<file path="config.mk">
export PLATFORM = sky130hd
export DESIGN_NAME = fetch_stage
export DESIGN_NICKNAME = d
export VERILOG_FILES = /design/src/rtl/fetch_stage_pkg.sv /design/src/rtl/fetch_fifo.sv /design/src/rtl/fetch_fifo_chk.sv /design/src/rtl/fetch_stage.sv
export SDC_FILE = /design/constraint.sdc
export NUM_CORES = 1
export LEC_CHECK = 0
export CAP_MARGIN = 20
export CORE_ASPECT_RATIO = 0.5
export CORE_MARGIN = 4
export CORE_UTILIZATION = 54
export CTS_BUF_LIST = sky130_fd_sc_hd__clkbuf_16
export CTS_CLUSTER_SIZE = 20
export DETAILED_ROUTE_END_ITERATION = 8
export GPL_ROUTABILITY_DRIVEN = 0
export PLACE_DENSITY = 0.86
export SETUP_SLACK_MARGIN = 0.15
export SLEW_MARGIN = 20
export SYNTH_ARGS = -nofsm -noshare
export SYNTH_HDL_FRONTEND = slang
export SYNTH_SLANG_ARGS = --single-unit
</file>
<file path="constraint.sdc">
create_clock -name clk -period 6.61 [get_ports clk]
set_input_delay 0.661 -clock clk [delete_from_list [all_inputs] [get_ports clk]]
set_output_delay 0.661 -clock clk [all_outputs]
set_load 0.02 [all_outputs]
</file>
<file path="src/rtl/fetch_stage_pkg.sv">
// Shared types and constants for the RV32I instruction fetch stage.
package fetch_stage_pkg;

  typedef struct packed {
    logic [31:0] pc;
    logic [31:0] instr;
  } fetch_entry_t;

  typedef enum logic [0:0] {
    BOOT  = 1'b0,
    FETCH = 1'b1
  } fetch_state_t;

  typedef enum logic [6:0] {
    LOAD     = 7'h03,
    MISC_MEM = 7'h0F,
    OPIMM    = 7'h13,
    AUIPC    = 7'h17,
    STORE    = 7'h23,
    OP       = 7'h33,
    LUI      = 7'h37,
    BRANCH   = 7'h63,
    JALR     = 7'h67,
    JAL      = 7'h6F,
    SYSTEM   = 7'h73
  } opcodes_t;

  localparam logic [31:0] NOP_INSTR = 32'h0000_0013;
  localparam logic [31:0] PC_STEP   = 32'h0000_0004;

  function automatic logic [31:0] align_pc(input logic [31:0] pc);
    return {pc[31:2], 2'b00};
  endfunction

endpackage

</file>
<file path="src/rtl/fetch_fifo.sv">
// Small instruction buffer with synchronous flush; head is read combinationally from storage.
module fetch_fifo
  import fetch_stage_pkg::*;
#(
  parameter int  DEPTH   = 2,
  parameter type entry_t = fetch_entry_t
) (
  input  logic                       clk,
  input  logic                       rst,
  input  logic                       push,
  input  logic                       pop,
  input  logic                       flush,
  input  entry_t                     push_data,
  output entry_t                     head,
  output logic [$clog2(DEPTH+1)-1:0] count,
  output logic                       empty
);

  localparam int PW = $clog2(DEPTH);
  localparam int CW = $clog2(DEPTH + 1);
  localparam logic [PW-1:0] PTR_ONE  = PW'(1);
  localparam logic [CW-1:0] CNT_ONE  = CW'(1);
  localparam logic [CW-1:0] CNT_FULL = CW'(DEPTH);

  entry_t        mem_r [DEPTH];
  logic [PW-1:0] wr_ptr_r;
  logic [PW-1:0] rd_ptr_r;
  logic [CW-1:0] count_r;
  logic          do_push_s;
  logic          do_pop_s;
  logic          full_s;

  assign empty     = (count_r == {CW{1'b0}});
  assign full_s    = (count_r == CNT_FULL);
  assign do_push_s = push & ~flush;
  assign do_pop_s  = pop & ~flush & ~empty;
  assign head      = mem_r[rd_ptr_r];
  assign count     = count_r;

  // Data storage; visibility is governed by count, so entries need no reset
  always_ff @(posedge clk) begin
    if (do_push_s) begin
      mem_r[wr_ptr_r] <= push_data;
    end
  end

  // Pointer and occupancy tracking
  always_ff @(posedge clk) begin
    if (rst || flush) begin
      wr_ptr_r <= {PW{1'b0}};
      rd_ptr_r <= {PW{1'b0}};
      count_r  <= {CW{1'b0}};
    end else begin
      if (do_push_s) begin
        wr_ptr_r <= wr_ptr_r + PTR_ONE;
      end
      if (do_pop_s) begin
        rd_ptr_r <= rd_ptr_r + PTR_ONE;
      end
      case ({do_push_s, do_pop_s})
        2'b10:   count_r <= count_r + CNT_ONE;
        2'b01:   count_r <= count_r - CNT_ONE;
        default: count_r <= count_r;
      endcase
    end
  end

  fetch_fifo_chk u_chk (
    .clk   (clk),
    .rst   (rst),
    .push  (push),
    .pop   (do_pop_s),
    .flush (flush),
    .full  (full_s)
  );

endmodule

</file>
<file path="src/rtl/fetch_fifo_chk.sv">
// Protocol checker for the fetch instruction buffer.
module fetch_fifo_chk (
  input logic clk,
  input logic rst,
  input logic push,
  input logic pop,
  input logic flush,
  input logic full
);

  // The fetch credit scheme must never push into a full buffer without a matching pop
  a_no_overflow: assert property (@(posedge clk) disable iff (rst)
    !(push && full && !pop && !flush));

endmodule

</file>
<file path="src/rtl/fetch_stage.sv">
// RV32I fetch stage: sequential PC generation, credit-limited imem requests,
// response buffering and decode-field split of the buffer head.
module fetch_stage
  import fetch_stage_pkg::*;
#(
  parameter logic [31:0] RESET_PC   = 32'h0000_0000,
  parameter int          FIFO_DEPTH = 2
) (
  input  logic        clk,
  input  logic        rst,
  input  logic        fetch_en,
  input  logic        redirect_valid,
  input  logic [31:0] redirect_pc,
  output logic        imem_req_valid,
  input  logic        imem_req_ready,
  output logic [31:0] imem_addr,
  input  logic        imem_rsp_valid,
  input  logic [31:0] imem_rdata,
  output logic        if_valid,
  input  logic        if_ready,
  output logic [31:0] if_pc,
  output logic [31:0] if_instr,
  output opcodes_t    opcode,
  output logic [2:0]  f3,
  output logic        f7,
  output logic [24:0] immSample
);

  localparam int CW = $clog2(FIFO_DEPTH + 1);
  localparam int SW = CW + 1;
  localparam logic [CW-1:0] CNT_ONE = CW'(1);
  localparam logic [SW-1:0] DEPTH_W = SW'(FIFO_DEPTH);

  fetch_state_t  state_r;
  fetch_state_t  state_s;
  logic [31:0]   fetch_pc_r;
  logic [31:0]   rsp_pc_r;
  logic [CW-1:0] outstanding_r;
  logic [CW-1:0] drop_cnt_r;
  logic          pending_r;

  logic [CW-1:0] fifo_count_s;
  logic          fifo_empty_s;
  fetch_entry_t  head_s;
  fetch_entry_t  push_entry_s;
  logic [CW-1:0] rsp_dec_s;
  logic [SW-1:0] committed_s;
  logic          credit_s;
  logic          req_valid_s;
  logic          accept_s;
  logic          push_s;
  logic          pop_s;
  logic          drop_s;

  assign pop_s        = if_valid & if_ready & ~redirect_valid;
  assign drop_s       = imem_rsp_valid & (drop_cnt_r != {CW{1'b0}});
  assign push_s       = imem_rsp_valid & (drop_cnt_r == {CW{1'b0}}) & ~redirect_valid;
  assign accept_s     = req_valid_s & imem_req_ready;
  assign rsp_dec_s    = {{(CW-1){1'b0}}, imem_rsp_valid};
  assign push_entry_s = '{pc: rsp_pc_r, instr: imem_rdata};

  // A slot freed by this cycle's pop is reusable at once, which sustains 1 instr/cycle
  assign committed_s = SW'(outstanding_r) + SW'(fifo_count_s) - SW'(pop_s);
  assign credit_s    = (committed_s < DEPTH_W);

  // Next state and request generation; an unaccepted request is held regardless of fetch_en
  always_comb begin
    state_s     = state_r;
    req_valid_s = 1'b0;
    case (state_r)
      BOOT: begin
        state_s     = FETCH;
        req_valid_s = 1'b0;
      end
      FETCH: begin
        state_s     = FETCH;
        req_valid_s = ~redirect_valid & (pending_r | (fetch_en & credit_s));
      end
      default: begin
        state_s     = BOOT;
        req_valid_s = 1'b0;
      end
    endcase
  end

  // FSM state register
  always_ff @(posedge clk) begin
    if (rst) begin
      state_r <= BOOT;
    end else begin
      state_r <= state_s;
    end
  end

  // PCs, in-flight and drop accounting; a redirect squashes everything still in flight
  always_ff @(posedge clk) begin
    if (rst) begin
      fetch_pc_r    <= RESET_PC;
      rsp_pc_r      <= RESET_PC;
      outstanding_r <= {CW{1'b0}};
      drop_cnt_r    <= {CW{1'b0}};
      pending_r     <= 1'b0;
    end else if (redirect_valid) begin
      fetch_pc_r    <= align_pc(redirect_pc);
      rsp_pc_r      <= align_pc(redirect_pc);
      outstanding_r <= outstanding_r - rsp_dec_s;
      drop_cnt_r    <= outstanding_r - rsp_dec_s;
      pending_r     <= 1'b0;
    end else begin
      if (accept_s) begin
        fetch_pc_r <= fetch_pc_r + PC_STEP;
      end
      if (push_s) begin
        rsp_pc_r <= rsp_pc_r + PC_STEP;
      end
      if (drop_s) begin
        drop_cnt_r <= drop_cnt_r - CNT_ONE;
      end
      case ({accept_s, imem_rsp_valid})
        2'b10:   outstanding_r <= outstanding_r + CNT_ONE;
        2'b01:   outstanding_r <= outstanding_r - CNT_ONE;
        default: outstanding_r <= outstanding_r;
      endcase
      pending_r <= req_valid_s & ~imem_req_ready;
    end
  end

  fetch_fifo #(
    .DEPTH   (FIFO_DEPTH),
    .entry_t (fetch_entry_t)
  ) u_fifo (
    .clk       (clk),
    .rst       (rst),
    .push      (push_s),
    .pop       (pop_s),
    .flush     (redirect_valid),
    .push_data (push_entry_s),
    .head      (head_s),
    .count     (fifo_count_s),
    .empty     (fifo_empty_s)
  );

  assign imem_req_valid = req_valid_s;
  assign imem_addr      = fetch_pc_r;
  assign if_valid       = ~fifo_empty_s;
  assign if_pc          = if_valid ? head_s.pc    : 32'h0000_0000;
  assign if_instr       = if_valid ? head_s.instr : 32'h0000_0000;
  assign opcode         = opcodes_t'(if_instr[6:0]);
  assign f3             = if_instr[14:12];
  assign f7             = if_instr[30];
  assign immSample      = if_instr[31:7];

endmodule

</file>
# Word level (Yosys, flattened, before mapping)
# Memories as Yosys holds them, arrays and structs flattened. A register that Yosys moved wholly into a read port is not among the register bits.
# Cells that the tools add are included.
dict set report classes {
  mux 17
  n_mul 0
  bitwise 17
  shift 0
  n_reduce_logical 10
  n_addsub 12
  n_eq_ne 4
  magnitude_cmp 1
  div 0
}
# cell n
set ops {}
lappend ops {{two-way mux 32 bit} 6}
lappend ops {{adder 32 x 3 -> 32 bit, second input constant} 2}
lappend ops {{AND 1 bit} 12}
lappend ops {{nonzero test 2 bit} 5}
lappend ops {{one-hot mux 2 bit (2 select lines)} 2}
lappend ops {{two-way mux 2 bit} 3}
lappend ops {{subtractor 2 x 1 -> 2 bit, second input constant} 3}
lappend ops {{two-way mux 1 bit} 5}
lappend ops {{adder 2 x 1 -> 2 bit, second input constant} 2}
lappend ops {{== test 2 x 1 -> 1 bit, second input constant} 2}
lappend ops {{== test 2 bit, second input constant} 2}
lappend ops {{logical NOT 2 bit} 2}
lappend ops {{NOT 1 bit} 4}
lappend ops {{adder 2 x 2 -> 3 bit} 1}
lappend ops {{< comparator 3 x 2 -> 1 bit, second input constant} 1}
lappend ops {{nonzero test 3 bit} 1}
lappend ops {{subtractor 3 x 1 -> 3 bit} 1}
lappend ops {{adder 1 bit, second input constant} 2}
lappend ops {{one-hot mux 1 bit (2 select lines)} 1}
lappend ops {{OR reduction 2 bit} 1}
lappend ops {{subtractor 2 x 1 -> 2 bit} 1}
lappend ops {{logical OR 1 bit} 1}
lappend ops {{OR 1 bit} 1}
dict set report word_totals {
  word_cells 73
  register_bits 74
  n_memories 1
  latchBits 0
  ram_bits 128
  output_inout_bits 134
  romBits 0
  in_bits 71
}
# memory words word_bits read_ports rd_clocked_by_memory_dff wr line_no
set memory_table {}
lappend memory_table {u_fifo.mem_r 2 64 1 1 1 fetch_fifo.sv:25} ;# entry_t mem_r [DEPTH];

# Longest topological paths before layout
# Gate-level depths: netlist of the first run.
dict set report depth {
  word_depth 14
  mapped_depth 13
  depth_no_buf 12
}

# By module
# Synthesis of the first run repeated with hierarchy kept, for this count alone.
dict set report unflattened {
  hier_cells 762
  hier_area_um2 9213.8
}
# mod n_inst cells_per_inst area_each_um2 seq_area_each_um2
set by_module_without_submodules {}
lappend by_module_without_submodules {fetch_fifo 1 223 4815.9 3943.8}
lappend by_module_without_submodules {fetch_stage 1 539 4398.0 1321.3}

# Worst setup path after synthesis of the first run
# OpenSTA, ideal clock, no wires.
dict set report synth_path {
  path_type {input port to flip-flop}
  start {input port redirect_valid}
  end {memory u_fifo.mem_r[0][0] (netlist name), enable pin}
  setup_time_ps 482
  stages 5
  path_slack_ps 2077
  arrival_ps 4051
  n_path_buf 2
  required_ps 6128
  cell_sequence {inv_1 -> clkbuf_1 -> clkbuf_1 -> nand3_1 -> nor2_1}
}
dict set report synth_between {
  elab_chain_len 5
}
# element line_no
set synth_lines {}
lappend synth_lines {{start, declared} fetch_stage.sv:12} ;# input logic redirect_valid,
lappend synth_lines {{NOT 1 bit *} {fetch_fifo.sv:35, fetch_stage.sv:57}}
lappend synth_lines {{AND 1 bit} fetch_stage.sv:57} ;# assign push_s = imem_rsp_valid & (drop_cnt_r == {CW{1'b0}}) & ~redirect_valid;
lappend synth_lines {{AND 1 bit *} fetch_fifo.sv:35} ;# assign do_push_s = push & ~flush;
lappend synth_lines {{two-way mux 1 bit *} fetch_fifo.sv:42} ;# if (do_push_s) begin
lappend synth_lines {{two-way mux 1 bit (not written as such) *} fetch_fifo.sv:43} ;# mem_r[wr_ptr_r] <= push_data;
lappend synth_lines {{end, declared} fetch_fifo.sv:25}
# Mark *: on every way between the ends. The rest lies on a longest branch, timed or not.

# Worst setup path in the final report of the first run
dict set report layout_path {
  start {register u_fifo.count_r[0] (netlist: u_fifo.count[0])}
  end {output port imem_req_valid}
}
dict set report layout_between {
  elab_chain_len 10
  elab_cells_between_ends 11
  cone_classes {add/sub: 2; order compare: 1; mux: 1; bitwise: 6; reduce/logical: 1}
}
# element line_no
set layout_lines {}
lappend layout_lines {{start, declared} fetch_fifo.sv:28} ;# logic [CW-1:0] count_r;
lappend layout_lines {{start signal, assigned} fetch_fifo.sv:52} ;# count_r <= {CW{1'b0}};
lappend layout_lines {{start signal, assigned} fetch_fifo.sv:61} ;# 2'b10: count_r <= count_r + CNT_ONE;
lappend layout_lines {{start signal, assigned} fetch_fifo.sv:62} ;# 2'b01: count_r <= count_r - CNT_ONE;
lappend layout_lines {{logical NOT 2 bit} fetch_fifo.sv:33} ;# assign empty = (count_r == {CW{1'b0}});
lappend layout_lines {{NOT 1 bit} fetch_stage.sv:145} ;# assign if_valid = ~fifo_empty_s;
lappend layout_lines {{AND 1 bit (2 in series)} fetch_stage.sv:55} ;# assign pop_s = if_valid & if_ready & ~redirect_valid;
lappend layout_lines {{subtractor 3 x 1 -> 3 bit *} fetch_stage.sv:63} ;# assign committed_s = SW'(outstanding_r) + SW'(fifo_count_s) - SW'(pop_s);
lappend layout_lines {{< comparator 3 x 2 -> 1 bit *} fetch_stage.sv:64} ;# assign credit_s = (committed_s < DEPTH_W);
lappend layout_lines {{AND 1 bit *} fetch_stage.sv:77} ;# req_valid_s = ~redirect_valid & (pending_r | (fetch_en & credit_s));
lappend layout_lines {{OR 1 bit *} fetch_stage.sv:77}
lappend layout_lines {{AND 1 bit *} fetch_stage.sv:77}
lappend layout_lines {{one-hot mux 1 bit (2 select lines) *} fetch_stage.sv:70} ;# case (state_r)
lappend layout_lines {{end, declared} fetch_stage.sv:14} ;# output logic imem_req_valid,
# Marked as above.

==> out/qor.csv, run 1 <==
metric;value;unit
fin crit period;4620;ps
Avg Cell Area, Syn;11.8;um^2
Critical Path Slowest Stage Cell;clkdlybuf4s50_1;
type of the worst setup path;reg2out;
most used cell, CP;nor2_1;
most common cell after layout, fill and taps aside;clkdlybuf4s50_1;
final hold slack;522;ps
placed cell area;10600;um^2
layout cells sized above 1;5.67;%
Overall Global Routing Usage;21.7;%
RSZ-0062 raised after global routing;no;
first-pass GRT wire length;32.1;mm
CTS tree;yes;
vias in the first global route;6192;
max_cap viols;0;
final WL;20.6;mm
Die Span Y;97.9;um
CP endpoint;imem_req_valid;
clk root buf;clkbuf_16;
initial antenna violation count;0;
drc violations;0;
port bufs;198;
routed via count;6273;
crit path launch type;flip-flop;
Synth Cell Area;8720;um^2
worst hold path type;reg2reg;
layout net count;966;
drt first pass iters;5;
Clk pin slew, worst setup/hold paths;80;ps
via-per-instance ratio;5.68;
Peak VDD IR;0.000191;V
Power Density;240;nW/um^2
Num CTS Buffers;17;
reg2reg setup slack;2320;ps
hold path depth;2;
number of synthesized register bits;195;
Die ar.;18400;um^2
Final Hold Fails;0;
Distinct cells, synth;49;
worst slew pin tran;1120;ps
dominant cells by area after synthesis;edfxtp_1 43%, dfxtp_1 16%, mux2i_1 7.2%, nor2_1 3.6%, buf_4 3.4%;
status;finished clean;
share of the clock period used by the worst path;69.9;%
crit path from;u_fifo.count[0]$_SDFFE_PP0P_;
max-slew violations;0;
sequential area share after synthesis;59.0;%
clock latency on the worst-skew pair;420;ps
Post-synth ARST share;0;%
effective utilization at floorplan;55.9;%
Synth Flop Type;edfxtp_1;
cell taking the most area after synthesis;edfxtp_1;
warnings from Yosys;0;
Post-CTS Setup Inserts;0;
row count;32;
DP HPWL;14.2;mm
Ant. Diodes;0;
Num Clock Sinks;195;
core box area;15600;um^2
CTS Hold Buffers Added;0;
CP cell instances;nor2_4, buf_4, inv_1, nand2_1, nor2_1, ha_1, nand2b_1, fa_1, xor2_1, and3_1, o21ai_0, nor2_1, clkdlybuf4s50_1;
worst r2r src;u_fifo.count[0]$_SDFFE_PP0P_;
Peak Freq;216;MHz
synth-to-layout area growth;27.6;%
DR WL/cell;18.7;um
EDFF count, synth;124;
Synth top area share;42.7;%
post-CTS sizing;0;
chip width;188;um
H-tree depth;4;
Rel. slew slack;25.0;%
Design Area, Final;11100;um^2
Leak;0.00361;uW
r2r worst-path depth;13;
final design utilization;71.3;%
# IOs;205;
Final setup violation count;0;
worst reg2reg path endpoint;imem_addr[28]$_SDFFE_PP0P_;
required time worst endpoint;5950;ps
pin count of the biggest net entering global routing;87;
Final ANT Viol Nets;0;
setup TNS;0;ps
GR Overflow Total;0;
CP Capture Type;output port;
Worst path max stage delay;620;ps
clk buf depth;2;
commonest non-fill, non-tap cells in the layout;198 x clkdlybuf4s50_1, 124 x edfxtp_1, 81 x nor2_1, 70 x dfxtp_1, 63 x mux2i_1;
CP Max Fanout;63;
arrival time at the worst endpoint;3960;ps
Iter 0 DRT Violations;495;
worst clock skew;13.1;ps
Post-Synthesis Cells;738;
-- area by class of cell --
| cell class | count | area [um^2] |
|---|---|---|
| sequential | 195 | 5150 |
| fill | 1090 | 4490 |
| multi-input combinational | 457 | 3120 |
| timing repair buffer | 203 | 2020 |
| clock buffer | 17 | 425 |
| tap | 204 | 255 |
| clock inverter | 15 | 105 |
| inverter | 13 | 48.8 |
-- cells in the mapped netlist, types with 2 or more instances --
| cell type | n |
|---|---|
| edfxtp_1 | 124 |
| nor2_1 | 84 |
| dfxtp_1 | 71 |
| mux2i_1 | 63 |
| buf_4 | 40 |
| clkbuf_1 | 32 |
| xor2_1 | 29 |
| a21boi_0 | 26 |
| nand2_1 | 23 |
| xnor2_1 | 22 |
| nand4_1 | 21 |
| nand3_1 | 18 |
| o21a_1 | 18 |
| a21oi_1 | 17 |
| o21ai_0 | 17 |
| and4_1 | 14 |
| nor3_1 | 14 |
| inv_1 | 13 |
| a211oi_1 | 12 |
| and3_1 | 12 |
| ha_1 | 7 |
| a31oi_1 | 6 |
| and2_1 | 6 |
| nor4_1 | 6 |
| o31ai_1 | 6 |
| or4_1 | 6 |
| nor3b_1 | 3 |
| a311oi_1 | 2 |
| buf_1 | 2 |
| buf_2 | 2 |
| nand2b_1 | 2 |
| nor2b_1 | 2 |
| or2_2 | 2 |
-- stage by stage --
| stage | setup WS (ps) | std cells | total power [uW] |
|---|---|---|---|
| floorplan | 2080 | 741 | 1600 |
| global placement | 2150 | 1072 | 1720 |
| detailed placement | 2050 | 1072 | 1740 |
| CTS | 1960 | 1104 | 2680 |
| global route | 1740 | 1104 | 2770 |
| finish | 1990 | 1104 | 2670 |
-- per-layer routing --
layer	GRT usage [%]	part of all wire (%)	vias to the layer above
li1	-	-	2969
met3	3.86	6.4	39
met1	29.0	43	2992
met4	7.27	1.8	0
met2	36.4	48	273
met5	0	0	-
-- cells by family (layout without fill, tap and decap cells) --
logic type      Yosys count  in the layout  synth area share [%]
simple gates            218            218                  12.8
flops                   195            195                  59.0
compound gates          111            111                  8.59
buf+inv                  89            248                  5.58
mux                      65             65                  7.62
xor+xnor                 51             51                  5.12
fa+ha+maj                 8              8                  1.23
other cells               1              4                0.0430
-- worst min path at each step --
| stage | slack [ps] | startpoint | endpoint |
|---|---|---|---|
| CTS | 520 | u_fifo.rd_ptr_r$_SDFFE_PP0P_ | flip-flop |
| finish | 520 | u_fifo.rd_ptr_r$_SDFFE_PP0P_ | flip-flop |
| global placement | 480 | u_fifo.rd_ptr_r$_SDFFE_PP0P_ | flip-flop |
| global route | 540 | rsp_pc_r[29]$_SDFFE_PP0P_ | u_fifo.mem_r[0][61]$_DFFE_PP_ |
| detailed placement | 500 | u_fifo.rd_ptr_r$_SDFFE_PP0P_ | flip-flop |
| floorplan | 450 | rsp_pc_r[31]$_SDFFE_PP0P_ | u_fifo.mem_r[0][63]$_DFFE_PP_ |
-- worst max-delay path, delay by kind of cell (launching register included) --
family                     cells  cell delay [ps]
adders and majority gates      2              680
xor gates and xnor gates       1              270
buffers and inverters          3             1280
and+or+nand+nor                6              800
AOI/OAI and AO/OA              1              120
DFF                            1              370
-- power breakdown --
part           internal, uW  leakage [uW]  switching, uW
clock                   487      0.000273            465
combinational           146       0.00161            158
sequential             1360       0.00173           55.0
total                  1990       0.00361            678
-- flip-flops by register name, indices dropped and copies added, names as in the netlist, 2 cells and up, named ones only --
register / flops
drop_cnt_r: 2
u_fifo.count: 2
rsp_pc_r: 30
outstanding_r: 2
u_fifo.mem_r: 124
imem_addr: 30
Power figures use the tool's default switching activity.
==> run 2, diff against run 1 <==
--- a/config.mk
+++ b/config.mk
@@ -8,12 +8,12 @@
 export CAP_MARGIN = 20
 export CORE_ASPECT_RATIO = 0.5
 export CORE_MARGIN = 4
-export CORE_UTILIZATION = 54
+export CORE_UTILIZATION = 45
 export CTS_BUF_LIST = sky130_fd_sc_hd__clkbuf_16
 export CTS_CLUSTER_SIZE = 20
 export DETAILED_ROUTE_END_ITERATION = 8
 export GPL_ROUTABILITY_DRIVEN = 0
-export PLACE_DENSITY = 0.86
+export PLACE_DENSITY = 0.76
 export SETUP_SLACK_MARGIN = 0.15
 export SLEW_MARGIN = 20
 export SYNTH_ARGS = -nofsm -noshare
==> constraint.sdc (replaced) <==
create_clock -name clk -period 3.9 [get_ports clk]
set_input_delay 0.39 -clock clk [delete_from_list [all_inputs] [get_ports clk]]
set_output_delay 0.39 -clock clk [all_outputs]
set_load 0.02 [all_outputs]
==> out/qor.csv, run 2 (synthesis gave the netlist of run 1 again) <==
metric;value;unit
Design Area, Final;11300;um^2
chip width;205;um
Clk pin slew, worst setup/hold paths;80;ps
type of the worst setup path;reg2reg;
metal3 WL;1.09;mm
core box area;18700;um^2
max-slew violations;0;
vias in the first global route;6212;
drt first pass iters;5;
first-pass GRT wire length;32.3;mm
port bufs;198;
Final ANT Viol Nets;0;
# IOs;205;
CP Capture Type;flip-flop;
Die Span Y;106;um
CTS tree;yes;
number of flip-flops in the largest register;124;
initial antenna violation count;0;
Power Density;403;nW/um^2
drc violations;0;
crit path launch type;flip-flop;
worst slew pin tran;1110;ps
Peak VDD IR;0.000295;V
required time worst endpoint;4250;ps
Overall Global Routing Usage;18.5;%
final hold slack;502;ps
effective utilization at floorplan;46.6;%
routed via count;6162;
Rel. slew slack;26.3;%
share of the clock period used by the worst path;88.2;%
CP Max Fanout;10;
most common cell after layout, fill and taps aside;clkdlybuf4s50_1;
status;finished clean;
synth-to-layout area growth;29.1;%
H-tree depth;4;
Final setup violation count;0;
Power Total;4540;uW
max_cap viols;0;
DR WL/cell;17.5;um
RSZ-0062 raised after global routing;no;
placed cell area;10700;um^2
arrival time at the worst endpoint;3790;ps
Iter 0 DRT Violations;334;
clk root buf;clkbuf_16;
Die ar.;21800;um^2
layout net count;969;
Final Hold Fails;0;
final design utilization;60.2;%
DR WL met2;9.85;mm
commonest non-fill, non-tap cells in the layout;197 x clkdlybuf4s50_1, 124 x edfxtp_1, 81 x nor2_1, 69 x dfxtp_1, 63 x mux2i_1;
clk buf depth;2;
fin crit period;3440;ps
Largest Register;u_fifo.mem_r;
post-CTS sizing;0;
worst hold path type;reg2reg;
via-per-instance ratio;5.30;
Ant. Diodes;0;
CTS Hold Buffers Added;0;
Num Clock Sinks;195;
GR Overflow Total;0;
row count;35;
Num CTS Buffers;17;
Leak;0.00365;uW
top routing layer in use;met4;
pin count of the biggest net entering global routing;86;
final WL;20.4;mm
layout cells sized above 1;5.65;%
clock latency on the worst-skew pair;420;ps
Peak Freq;291;MHz
DP HPWL;14.2;mm
worst clock skew;15.7;ps
Post-CTS Setup Inserts;0;
FILL cells;1524;
Metal-1 WL;9.20;mm
## run 2: changes by cell type in the layout (fill, tap and decap cells not counted), sizes merged
cell and change:
buf +3, inv -5, clkinv +2, clkdlybuf4s50 -1, dlymetal6s2s +1, bufinv +1
clkinvlp +2
## run 2: critical path, stage by stage (launching register included)
cell      delay, ps
dfxtp_1         360
nor2_4          140
inv_1            60
nand2_1         150
nor2_1           70
ha_1            260
nand2b_1        150
fa_1            490
and4_1          220
a21oi_2          80
or4_1           660
or4_1           570
a31oi_1         160
## run 2: worst paths after layout
path,from,end,slack (ps),depth (start not counted)
worst max-delay path,u_fifo.count[1]$_SDFFE_PP0P_,imem_addr[28]$_SDFFE_PP0P_,460,12
worst min-delay path,rsp_pc_r[27]$_SDFFE_PP0P_,u_fifo.mem_r[0][59]$_DFFE_PP_,500,0
worst max register to register,u_fifo.count[1]$_SDFFE_PP0P_,imem_addr[28]$_SDFFE_PP0P_,460,12
worst min register to register,rsp_pc_r[27]$_SDFFE_PP0P_,u_fifo.mem_r[0][59]$_DFFE_PP_,500,0
## run 2: cell type report
cell class | count | area (um^2) | share of cell area, %
Clock buffer | 17 | 425 | 3.78
Sequential cell | 195 | 5150 | 45.7
Clock inverter | 15 | 120 | 1.07
Tap cell | 259 | 324 | 2.88
Inverter | 13 | 48.8 | 0.433
Timing Repair Buffer | 206 | 2060 | 18.3
Multi-Input combinational cell | 457 | 3130 | 27.8
## run 2: routing by layer
metal / up-vias / global-route usage [%]
li1: 2968 / -
met1: 2998 / 24.5
met2: 181 / 31.6
met3: 15 / 3.72
met4: 0 / 4.58
met5: - / 0
## run 2: power by group
group | total [uW] | internal [uW] | switching (uW) | leakage [uW]
combinational | 521 | 252 | 269 | 0.00165
clock | 1630 | 876 | 753 | 0.000272
sequential | 2390 | 2300 | 88.5 | 0.00173
total | 4540 | 3430 | 1110 | 0.00365
## run 2: through the flow
step	setup TNS (ps)	worst slack (ps)	cells
6_report	0	461	1162
4_1_cts	0	162	1162
3_3_place_gp	0	226	1130
3_5_place_dp	0	167	1130
2_1_floorplan	-44910	-362	741
5_1_grt	0	275	1162
